**src/rtl/pr_region_scheduler.sv**
```systemverilog
// pr_region_scheduler: sequences partial reconfiguration of one region at a time.
// Blocks dispatch to the target region, waits for its queue to drain, isolates it,
// runs the PR engine, releases isolation, answers the requester and keeps the
// authoritative region -> operator-ID table.
module pr_region_scheduler #(
    parameter int OPERATOR_ID_WIDTH = 4,
    parameter int N_REGIONS         = 4,
    parameter int QDEPTH            = 16,
    parameter int DRAIN_HOLD        = 2,
    parameter int DECOUPLE_CYCLES   = 4,
    parameter int PR_TIMEOUT        = 1024
) (
    input  logic                                                    aclk,
    input  logic                                                    areset,
    input  logic [N_REGIONS*(OPERATOR_ID_WIDTH+$clog2(QDEPTH))-1:0] region_stats_in,
    input  logic                                                    req_valid,
    output logic                                                    req_ready,
    input  logic [OPERATOR_ID_WIDTH-1:0]                            req_oid,
    input  logic [$clog2(N_REGIONS):0]                              req_region,
    output logic                                                    rsp_valid,
    input  logic                                                    rsp_ready,
    output logic                                                    rsp_ok,
    output logic [N_REGIONS-1:0]                                    region_block,
    output logic [N_REGIONS-1:0]                                    decouple,
    output logic                                                    pr_start,
    output logic [OPERATOR_ID_WIDTH-1:0]                            pr_oid,
    output logic [$clog2(N_REGIONS)-1:0]                            pr_region,
    input  logic                                                    pr_done,
    input  logic                                                    pr_error,
    output logic [N_REGIONS*OPERATOR_ID_WIDTH-1:0]                  region_oid_out,
    output logic                                                    busy
);
    localparam int OW        = OPERATOR_ID_WIDTH;
    localparam int PNTR_BITS = $clog2(QDEPTH);
    localparam int W         = OW + PNTR_BITS;
    localparam int RB        = $clog2(N_REGIONS);
    localparam int RW        = RB + 1;
    // one counter serves drain hold, settle windows and the PR timeout
    localparam int CW        = $clog2(PR_TIMEOUT + DECOUPLE_CYCLES + DRAIN_HOLD + 2) + 1;
    localparam logic [OW-1:0] INVALID = '1;

    typedef enum logic [2:0] {
        S_IDLE, S_DRAIN, S_DECOUPLE, S_PROGRAM, S_RECOUPLE, S_RESP
    } state_t;

    state_t                         state_q, state_d;
    logic [OW-1:0]                  oid_q, oid_d;
    logic [RW-1:0]                  region_q, region_d;
    logic                           ok_q, ok_d;
    logic                           blk_q, blk_d;
    logic [CW-1:0]                  cnt_q, cnt_d;
    logic [N_REGIONS-1:0][OW-1:0]   table_q, table_d;

    logic [PNTR_BITS-1:0]           cur_load;
    logic [OW-1:0]                  cur_oid;
    logic                           in_range;
    logic [CW-1:0]                  cnt_inc;
    logic [N_REGIONS*OW-1:0]        unused_stats_oid;

    // the OID half of the stats bus is informational only; routing uses our own table
    always_comb begin
        for (int i = 0; i < N_REGIONS; i++)
            unused_stats_oid[i*OW +: OW] = region_stats_in[i*W + PNTR_BITS +: OW];
    end

    // state and datapath registers; async reset aborts any operation silently
    always_ff @(posedge aclk or posedge areset) begin
        if (areset) begin
            state_q  <= S_IDLE;
            oid_q    <= '0;
            region_q <= '0;
            ok_q     <= 1'b0;
            blk_q    <= 1'b0;
            cnt_q    <= '0;
            table_q  <= {N_REGIONS{INVALID}};
        end else begin
            state_q  <= state_d;
            oid_q    <= oid_d;
            region_q <= region_d;
            ok_q     <= ok_d;
            blk_q    <= blk_d;
            cnt_q    <= cnt_d;
            table_q  <= table_d;
        end
    end

    // next-state logic: request decode, drain hold, settle windows, PR wait, response
    always_comb begin
        state_d  = state_q;
        oid_d    = oid_q;
        region_d = region_q;
        ok_d     = ok_q;
        blk_d    = blk_q;
        cnt_d    = cnt_q;
        table_d  = table_q;
        cnt_inc  = cnt_q + 1'b1;
        in_range = (req_region < RW'(N_REGIONS));
        cur_load = '0;
        cur_oid  = INVALID;
        for (int i = 0; i < N_REGIONS; i++) begin
            if (region_q == RW'(i))   cur_load = region_stats_in[i*W +: PNTR_BITS];
            if (req_region == RW'(i)) cur_oid  = table_q[i];
        end

        case (state_q)
            S_IDLE: begin
                if (req_valid) begin
                    oid_d    = req_oid;
                    region_d = req_region;
                    cnt_d    = '0;
                    if (!in_range) begin
                        ok_d    = 1'b0;
                        state_d = S_RESP;
                    end else if (cur_oid == req_oid) begin
                        ok_d    = 1'b1;
                        state_d = S_RESP;
                    end else begin
                        blk_d   = 1'b1;
                        state_d = S_DRAIN;
                    end
                end
            end
            S_DRAIN: begin
                // a nonzero load restarts the consecutive-empty count
                if (cur_load == '0) begin
                    cnt_d = cnt_inc;
                    if (cnt_inc >= CW'(DRAIN_HOLD)) begin
                        cnt_d   = '0;
                        state_d = S_DECOUPLE;
                    end
                end else begin
                    cnt_d = '0;
                end
            end
            S_DECOUPLE: begin
                cnt_d = cnt_inc;
                if (cnt_inc >= CW'(DECOUPLE_CYCLES)) begin
                    cnt_d   = '0;
                    state_d = S_PROGRAM;
                end
            end
            S_PROGRAM: begin
                // done wins over a simultaneous timeout, error wins over done
                if (pr_done || pr_error || cnt_q == CW'(PR_TIMEOUT)) begin
                    ok_d    = pr_done && !pr_error;
                    table_d[region_q[RB-1:0]] = (pr_done && !pr_error) ? oid_q : INVALID;
                    cnt_d   = '0;
                    state_d = S_RECOUPLE;
                end else begin
                    cnt_d = cnt_inc;
                end
            end
            S_RECOUPLE: begin
                cnt_d = cnt_inc;
                if (cnt_inc >= CW'(DECOUPLE_CYCLES)) begin
                    cnt_d   = '0;
                    state_d = S_RESP;
                end
            end
            S_RESP: begin
                if (rsp_ready) begin
                    blk_d   = 1'b0;
                    state_d = S_IDLE;
                end
            end
            default: state_d = S_IDLE;
        endcase
    end

    // outputs decode straight from reset flops so reset clears isolation at once
    always_comb begin
        req_ready = (state_q == S_IDLE) && !areset;
        busy      = (state_q != S_IDLE);
        rsp_valid = (state_q == S_RESP);
        rsp_ok    = (state_q == S_RESP) && ok_q;
        pr_start  = (state_q == S_PROGRAM) && (cnt_q == '0);
        pr_oid    = oid_q;
        pr_region = region_q[RB-1:0];
        region_oid_out = table_q;
        for (int i = 0; i < N_REGIONS; i++) begin
            region_block[i] = blk_q && (region_q == RW'(i));
            decouple[i]     = (state_q == S_DECOUPLE || state_q == S_PROGRAM) &&
                              (region_q == RW'(i));
        end
    end
endmodule

```
**config.mk**
```make
export PLATFORM = sky130hd
export DESIGN_NAME = pr_region_scheduler
export DESIGN_NICKNAME = d
export VERILOG_FILES = /design/src/rtl/pr_region_scheduler.sv
export SDC_FILE = /design/constraint.sdc
export NUM_CORES = 1
export LEC_CHECK = 0
export ABC_AREA = 1
export CAP_MARGIN = 40
export CORE_MARGIN = 2
export CORE_UTILIZATION = 45
export DETAILED_ROUTE_END_ITERATION = 6
export HOLD_SLACK_MARGIN = 0.02
export MAX_ROUTING_LAYER = met4
export PLACE_DENSITY = 0.82
export RECOVER_POWER = 50
export SLEW_MARGIN = 20
export SYNTH_ARGS = -nofsm -noshare
export SYNTH_HDL_FRONTEND = slang
export SYNTH_SLANG_ARGS = --single-unit
```
**constraint.sdc**
```tcl
create_clock -name aclk -period 2.7 [get_ports aclk]
set_input_delay 0.81 -clock aclk [delete_from_list [all_inputs] [get_ports aclk]]
set_output_delay 0.81 -clock aclk [all_outputs]
set_load 0.02 [all_outputs]
```
==> results.toml, run 1 <==
[worst_setup_path]
worst-path-buf-inv = 2
crit_slowest_cell = "dlygate4sd3_1"
crit_family = "buffers and inverters"
crit_type = "input port to output pin"
critPathLaunchType = "input port"
rrSetupSlack_ps = 600
cp.depth = 3
r2r_end = "state_q[1]$_DFFE_PP0P_"
rr_startpoint = "cnt_q[0]$_DFFE_PP0P_"
crit_fanout = 2
worstPathRequired_ps = 1890
rr_worst_depth = 11
arrival_ps = 1800
max_stage_delay_ps = 550
endpoint_kind = "output pin"
path_cells = "dlygate4sd3_1, nor2_1, dlygate4sd2_1"

[synth]
seq_area_frac_synth = 0.372
yosysWarnings = 0
yosys-top-cells-area = "dfrtp_1 (22%), dfstp_2 (15%), nand2_1 (15%), inv_1 (9.0%), nand3_1 (6.4%)"
synthCells = 399
avgSynthCellArea_um2 = 6.88
ys_types = 31
yosysTopAreaCell = "dfrtp_1"
synth.top_cell.area_share = 0.219
netlist_area_um2 = 2750
ys_ff_latch = 40
synth_fp_nets = 447

[timing]
final-hold-violation-count = 0
setup_violations = 0
grt_setup_unrepaired = "false"
worst_hold_slack_ps = 494
timing.final.crit_share = 0.966
fmax_ghz = 0.383
worst_pin_slew_ps = 1010
relSlewSlack = 0.325
skew_ps = 6.53
drv_slew = 0
fin_setup_tns_ps = 0
fin_crit_ps = 2610

[detailed_routing]
wl_per_cell_um = 13.6
ant_nets = 0
drc = 0
viasPerCell = 5.21
wirelength_um = 7460
drt_pass1_iterations = 5
drt_iter0_markers = 158
routed-via-count = 2858

[die]
die_x_um = 82.1
rows = 28
core_area_um2 = 5920
die_area_um2 = 6740
start_util = 0.464
die_y_um = 82.1
io_pins = 80

[clocking]
clock-root-buffer = "clkbuf_8"
clkSinkCount = 40
path_clk_slew_ps = 80
postCtsHoldBufs = 0
clock_path_buffers = 2
cts_buffers = 5
h-tree-depth = 2
tritoncts = "built"
clock_latency_ps = 300

[power]
p_per_area_nw_per_um2 = 954
ir_worst_vdd_uv = 660
p_total_mw = 3.50
p_leak_nw = 1.84

[layout]
nets = 521
multi_input_area_um2 = 1430
final_cells = 549
utilization = 0.619
num_antenna_cells = 0
drive_gt1_frac = 0.127
regArea_um2 = 1020
fillers = 513
synthToLayoutAreaGrowth_pct = 33.5

[outcome]
outcome = "complete, no violations"

[place]
port_buffers = 63
gp_congestion = 0.945
placed_cells = 541
dp_hpwl_um = 5750

[global_route]
grtUsageTotal = 0.248
grt-ovfl-total = 0
grt_max_degree = 41
grt_pass1_wl_um = 12500
antenna_found_initial = 0
grt_pass1_vias = 2748

[min_path]
hold_start = "ok_q$_DFFE_PP0P_"
holdPathStages = 2
min_path_type = "flip-flop to flip-flop"
min_to = "ok_q$_DFFE_PP0P_"

[flow_run]
cap_violations = 0
## flip-flops by register name (all words and copies together), names as in the netlist
| name | cells |
|---|---|
| region_oid_out | 16 |
| cnt_q | 12 |
| pr_oid | 4 |
| region_q | 3 |
| state_q | 3 |
| blk_q | 1 |
| ok_q | 1 |
## stage by stage
step	cell area, um2	setup slack (ps)
floorplan	2750	409
global placement	3510	-56.1
detailed placement	3510	-65.5
CTS	3660	10.0
global route	3670	46.2
finish	3670	91.1
## cell usage in the layout (no fill, tap or decap), types with 3 or more instances in the layout
| cell | n |
|---|---|
| dfstp_2 | 16 |
| nor2_1 | 39 |
| o21ai_0 | 31 |
| o32ai_1 | 7 |
| clkinv_1 | 3 |
| o211ai_1 | 4 |
| o21ai_1 | 6 |
| nand3_2 | 4 |
| dlygate4sd2_1 | 3 |
| ha_1 | 3 |
| inv_2 | 3 |
| nand2_2 | 4 |
| nand4_1 | 13 |
| nand3_1 | 35 |
| nor2_4 | 5 |
| dlymetal6s2s_1 | 7 |
| inv_1 | 66 |
| buf_4 | 7 |
| nor3_4 | 3 |
| clkbuf_8 | 5 |
| nor2_2 | 3 |
| clkdlybuf4s50_1 | 50 |
| nand2_1 | 107 |
| dfrtp_1 | 23 |
| a21oi_1 | 3 |
| nor3_1 | 4 |
## repair_timing
action	in CTS	in global routing
setup endpoints to repair	9	8
setup buffers	0	0
pin swaps	0	0
gates resized for setup	7	10
## worst min-delay path, delay by kind of cell (launching register included)
family	cells	cell delay [ps]
simple gates	2	110
flops	1	360
## synthesized netlist by cell type
library cell and n:
nor3_1 5, or3_1 1, nand2_4 1, nor2_4 5, nand2_2 4, clkinv_1 3
nor2_2 3, nand4_1 13, nor2_1 39, o211ai_1 4, dfrtp_1 24, o32ai_1 7
xnor2_1 1, or2_0 1, dfstp_2 16, o22ai_1 2, ha_1 3, xor2_1 1
nand2_1 107, o21ai_0 31, nand3_1 35, o21ai_1 6, inv_2 3, o21ai_2 1
buf_2 2, buf_4 3, nor3_4 3, inv_1 66, nand3_2 4, a21oi_1 3
nor4_1 2
## layout make-up
class,count,area share
Tap cell,75,0.0256
Timing Repair Buffer,72,0.192
Clock buffer,7,0.0324
Sequential cell,40,0.279
Clock inverter,1,0.00819
Multi-Input combinational cell,282,0.389
Inverter,72,0.0737
## power breakdown
| part | switching, mW | internal (mW) |
|---|---|---|
| sequential | 0.168 | 0.898 |
| combinational | 1.11 | 0.714 |
| clock | 0.224 | 0.388 |
## metal layers
layer  routed length (um)  global-route usage  up-vias  part of all wire
met5                    0                   -        -                 0
met2                 3850               0.433       74              0.52
met1                 3150               0.288     1338              0.42
met4                  157              0.0867        0             0.021
li1                     -                   -     1433                 -
met3                  298              0.0446       13             0.040
## kinds of logic (layout without fill, tap and decap cells)
kind of cell | after synthesis | in the layout | synth area share
AOI/OAI and AO/OA | 54 | 54 | 0.114
xor gates and xnor gates | 2 | 2 | 0.00638
adders and majority gates | 3 | 3 | 0.0137
buffers and inverters | 77 | 152 | 0.110
DFF | 40 | 40 | 0.372
and+or+nand+nor | 223 | 223 | 0.384
## worst max path at each step
stage	from	end	slack, ps
after floorplan	cnt_q[0]$_DFFE_PP0P_	pr_start	410
after global placement	areset	req_ready	-60
after detailed placement	areset	req_ready	-70
after CTS	region_q[0]$_DFFE_PP0P_	decouple[0]	10
after global routing	region_q[0]$_DFFE_PP0P_	region_block[2]	50
final	areset	req_ready	90
Power figures use the tool's default switching activity.
==> run 2, diff against run 1 <==
--- a/config.mk
+++ b/config.mk
@@ -5,14 +5,13 @@
 export SDC_FILE = /design/constraint.sdc
 export NUM_CORES = 1
 export LEC_CHECK = 0
-export ABC_AREA = 1
 export CAP_MARGIN = 40
 export CORE_MARGIN = 2
 export CORE_UTILIZATION = 45
 export DETAILED_ROUTE_END_ITERATION = 6
 export HOLD_SLACK_MARGIN = 0.02
 export MAX_ROUTING_LAYER = met4
-export PLACE_DENSITY = 0.82
+export PLACE_DENSITY = 0.84
 export RECOVER_POWER = 50
 export SLEW_MARGIN = 20
 export SYNTH_ARGS = -nofsm -noshare
==> run 2 against run 1 <==
  * Clock skew down 0.76 ps
  * Synthesized cell count down 35%
  * Final cell count down 25%
  * Critical path depth up 3
  * Design area down 3.2%
  * Utilization up 3.3 points
  * Combinational power up 5%
  * Sequential share of layout area up 0.91 points
  * Synthesized area down 8.7%
  * Power up 3.1%
  * Largest cell class unchanged
==> results.toml, run 2 <==
[outcome]
outcome = "complete, no violations"

[worst_setup_path]
worst-path-buf-inv = 2
max_stage_delay_ps = 400
crit_family = "simple AND/OR/NAND/NOR gates"
path_cells = "inv_2, ha_4, nor4b_4, nand4_1, nor4_2, buf_4"
critPathLaunchType = "flip-flop"
endpoint_kind = "output pin"
crit_type = "flip-flop to output pin"
crit_fanout = 2
worstPathRequired_ps = 1890
crit_start = "cnt_q[1]$_DFFE_PP0P_"
arrival_ps = 1820
rr_startpoint = "cnt_q[1]$_DFFE_PP0P_"
crit_slowest_cell = "dfrtp_1"

[die]
die_x_um = 78.6
core_area_um2 = 5440
rows = 27
die_area_um2 = 6190
io_pins = 80
die_y_um = 78.6
start_util = 0.461

[synth]
netlist_area_um2 = 2510
synth.top_cell.area_share = 0.240
ys.flop_type = "dfrtp_1"
ys_types = 52
yosysWarnings = 0
avgSynthCellArea_um2 = 9.72
yosys-top-cells-area = "dfrtp_1 (24%), dfstp_2 (17%), mux2_2 (10%), nor2_1 (4.0%), mux4_2 (3.6%)"
async_reset_ff_frac = 1.00
ys_ff_latch = 40
seq_area_frac_synth = 0.407
netlist_top_cells_count = "nor2_1 (27), dfrtp_1 (24), mux2_2 (23), dfstp_2 (16), nand2_1 (16)"
synth.most_common_cell = "nor2_1"
synthCells = 258
synth_fp_nets = 306
yosysTopAreaCell = "dfrtp_1"
synth_edf_count = 0

[timing]
fmax_ghz = 0.380
skew_ps = 5.78
setup_violations = 0
final-hold-violation-count = 0
fin_crit_ps = 2630
drv_slew = 0
worst_hold_slack_ps = 535
relSlewSlack = 0.331
worst_pin_slew_ps = 1000
timing.final.crit_share = 0.976

[global_route]
antenna_found_initial = 0
grt_max_degree = 41
grt_pass1_vias = 2245
grt_pass1_wl_um = 11200
grtUsageTotal = 0.236
grt-ovfl-total = 0

[place]
gp_congestion = 0.924
dp_hpwl_um = 5050
port_buffers = 63

[detailed_routing]
drt_pass1_iterations = 4
viasPerCell = 5.64
wl_per_cell_um = 17.0
routed-via-count = 2336
drt_iter0_markers = 149
ant_nets = 0
drc = 0
wirelength_um = 7060

[layout]
final_cell_mix = "clkdlybuf4s50_1 (47), nor2_1 (26), buf_4 (26), mux2_2 (23), dfrtp_1 (23)"
num_antenna_cells = 0
synthToLayoutAreaGrowth_pct = 41.6
multi_input_area_um2 = 1450
regArea_um2 = 1020
nets = 389
fillers = 445
final_common_cell = "clkdlybuf4s50_1"
drive_gt1_frac = 0.278
largest_reg_flops = 16

[clocking]
cts_buffers = 5
clock_path_buffers = 2
h-tree-depth = 2
clkSinkCount = 40
clock-root-buffer = "clkbuf_8"
clock_latency_ps = 290
tritoncts = "built"
postCtsHoldBufs = 0
path_clk_slew_ps = 80

[power]
p_leak_nw = 1.48
ir_worst_vdd_uv = 806
p_per_area_nw_per_um2 = 1020
p_total_mw = 3.61

[min_path]
hold_start = "pr_oid[3]$_DFFE_PP0P_"
min_path_type = "flip-flop to flip-flop"

[flow_run]
cap_violations = 0
==> run 2: layer usage <==
layer	wire length [um]	global-route usage	vias up
met5	0	-	-
met3	413	0.0402	10
met2	3610	0.398	88
met1	2920	0.289	1137
met4	117	0.0789	0
li1	-	-	1101
==> run 2: layout make-up <==
type,instances,area share
repair buffers,90,0.234
clock buffers,7,0.0275
multi-input cells,197,0.409
clock inverters,1,0.00846
flip-flops and latches,40,0.288
inverters,7,0.00740
well taps,72,0.0254
==> run 2: worst reg2reg max path: stages, from the launching register on <==
cell and delay, ps:
dfrtp_1 400, inv_2 90, ha_4 130, nor4b_4 190, nand4_1 160, buf_4 170, o21ai_1 310, nand2_1 190
nor2_1 390, mux2_2 390
==> run 2: where the power goes <==
part / internal [mW] / switching (mW)
registers: 0.917 / 0.233
clock network: 0.333 / 0.218
logic: 0.974 / 0.933
total: 2.22 / 1.38
==> run 2: repair_timing <==
item / CTS / global route
hold endpoints to repair: 0 / 0
setup buffers: 0 / 2
gates cloned: 0 / 0
pin swaps: 0 / 5
resized for setup: 6 / 19
endpoints found under the setup margin: 5 / 25
==> run 2: metrics by stage <==
step                      area (um2)  std cells  utilization  setup WS (ps)  TNS (ps)
after global routing            3550        414        0.653          -3.42     -3.42
final                           3550        414        0.653           65.4         0
after CTS                       3480        412        0.640          -48.7     -48.7
after detailed placement        3340        404        0.614           -462     -2610
after floorplan                 2510        258            -            200         0
after global placement          3340        404        0.614           -472     -2210
==> run 2: logic make-up after synthesis <==
kind of cell,count (synthesis),synth area share
compound gates,49,0.129
xor+xnor,7,0.0245
fa+ha+maj,3,0.0150
buf+inv,21,0.0404
flops,40,0.407
mux,29,0.149
simple gates,109,0.235
==> run 2: path summary, 6_finish.rpt <==
check / endpoint / slack, ps / depth (start not counted)
hold reg to reg: pr_oid[3]$_DFFE_PP0P_ / 540 / 1
min in group asynchronous: cnt_q[0]$_DFFE_PP0P_ / 1300 / 3
max in group asynchronous: state_q[2]$_DFFE_PP0P_ / 730 / 3
hold / removal: pr_oid[3]$_DFFE_PP0P_ / 540 / 1
setup / recovery: pr_start / 70 / 6
setup reg to reg: region_oid_out[8]$_DFFE_PP1P_ / 210 / 9
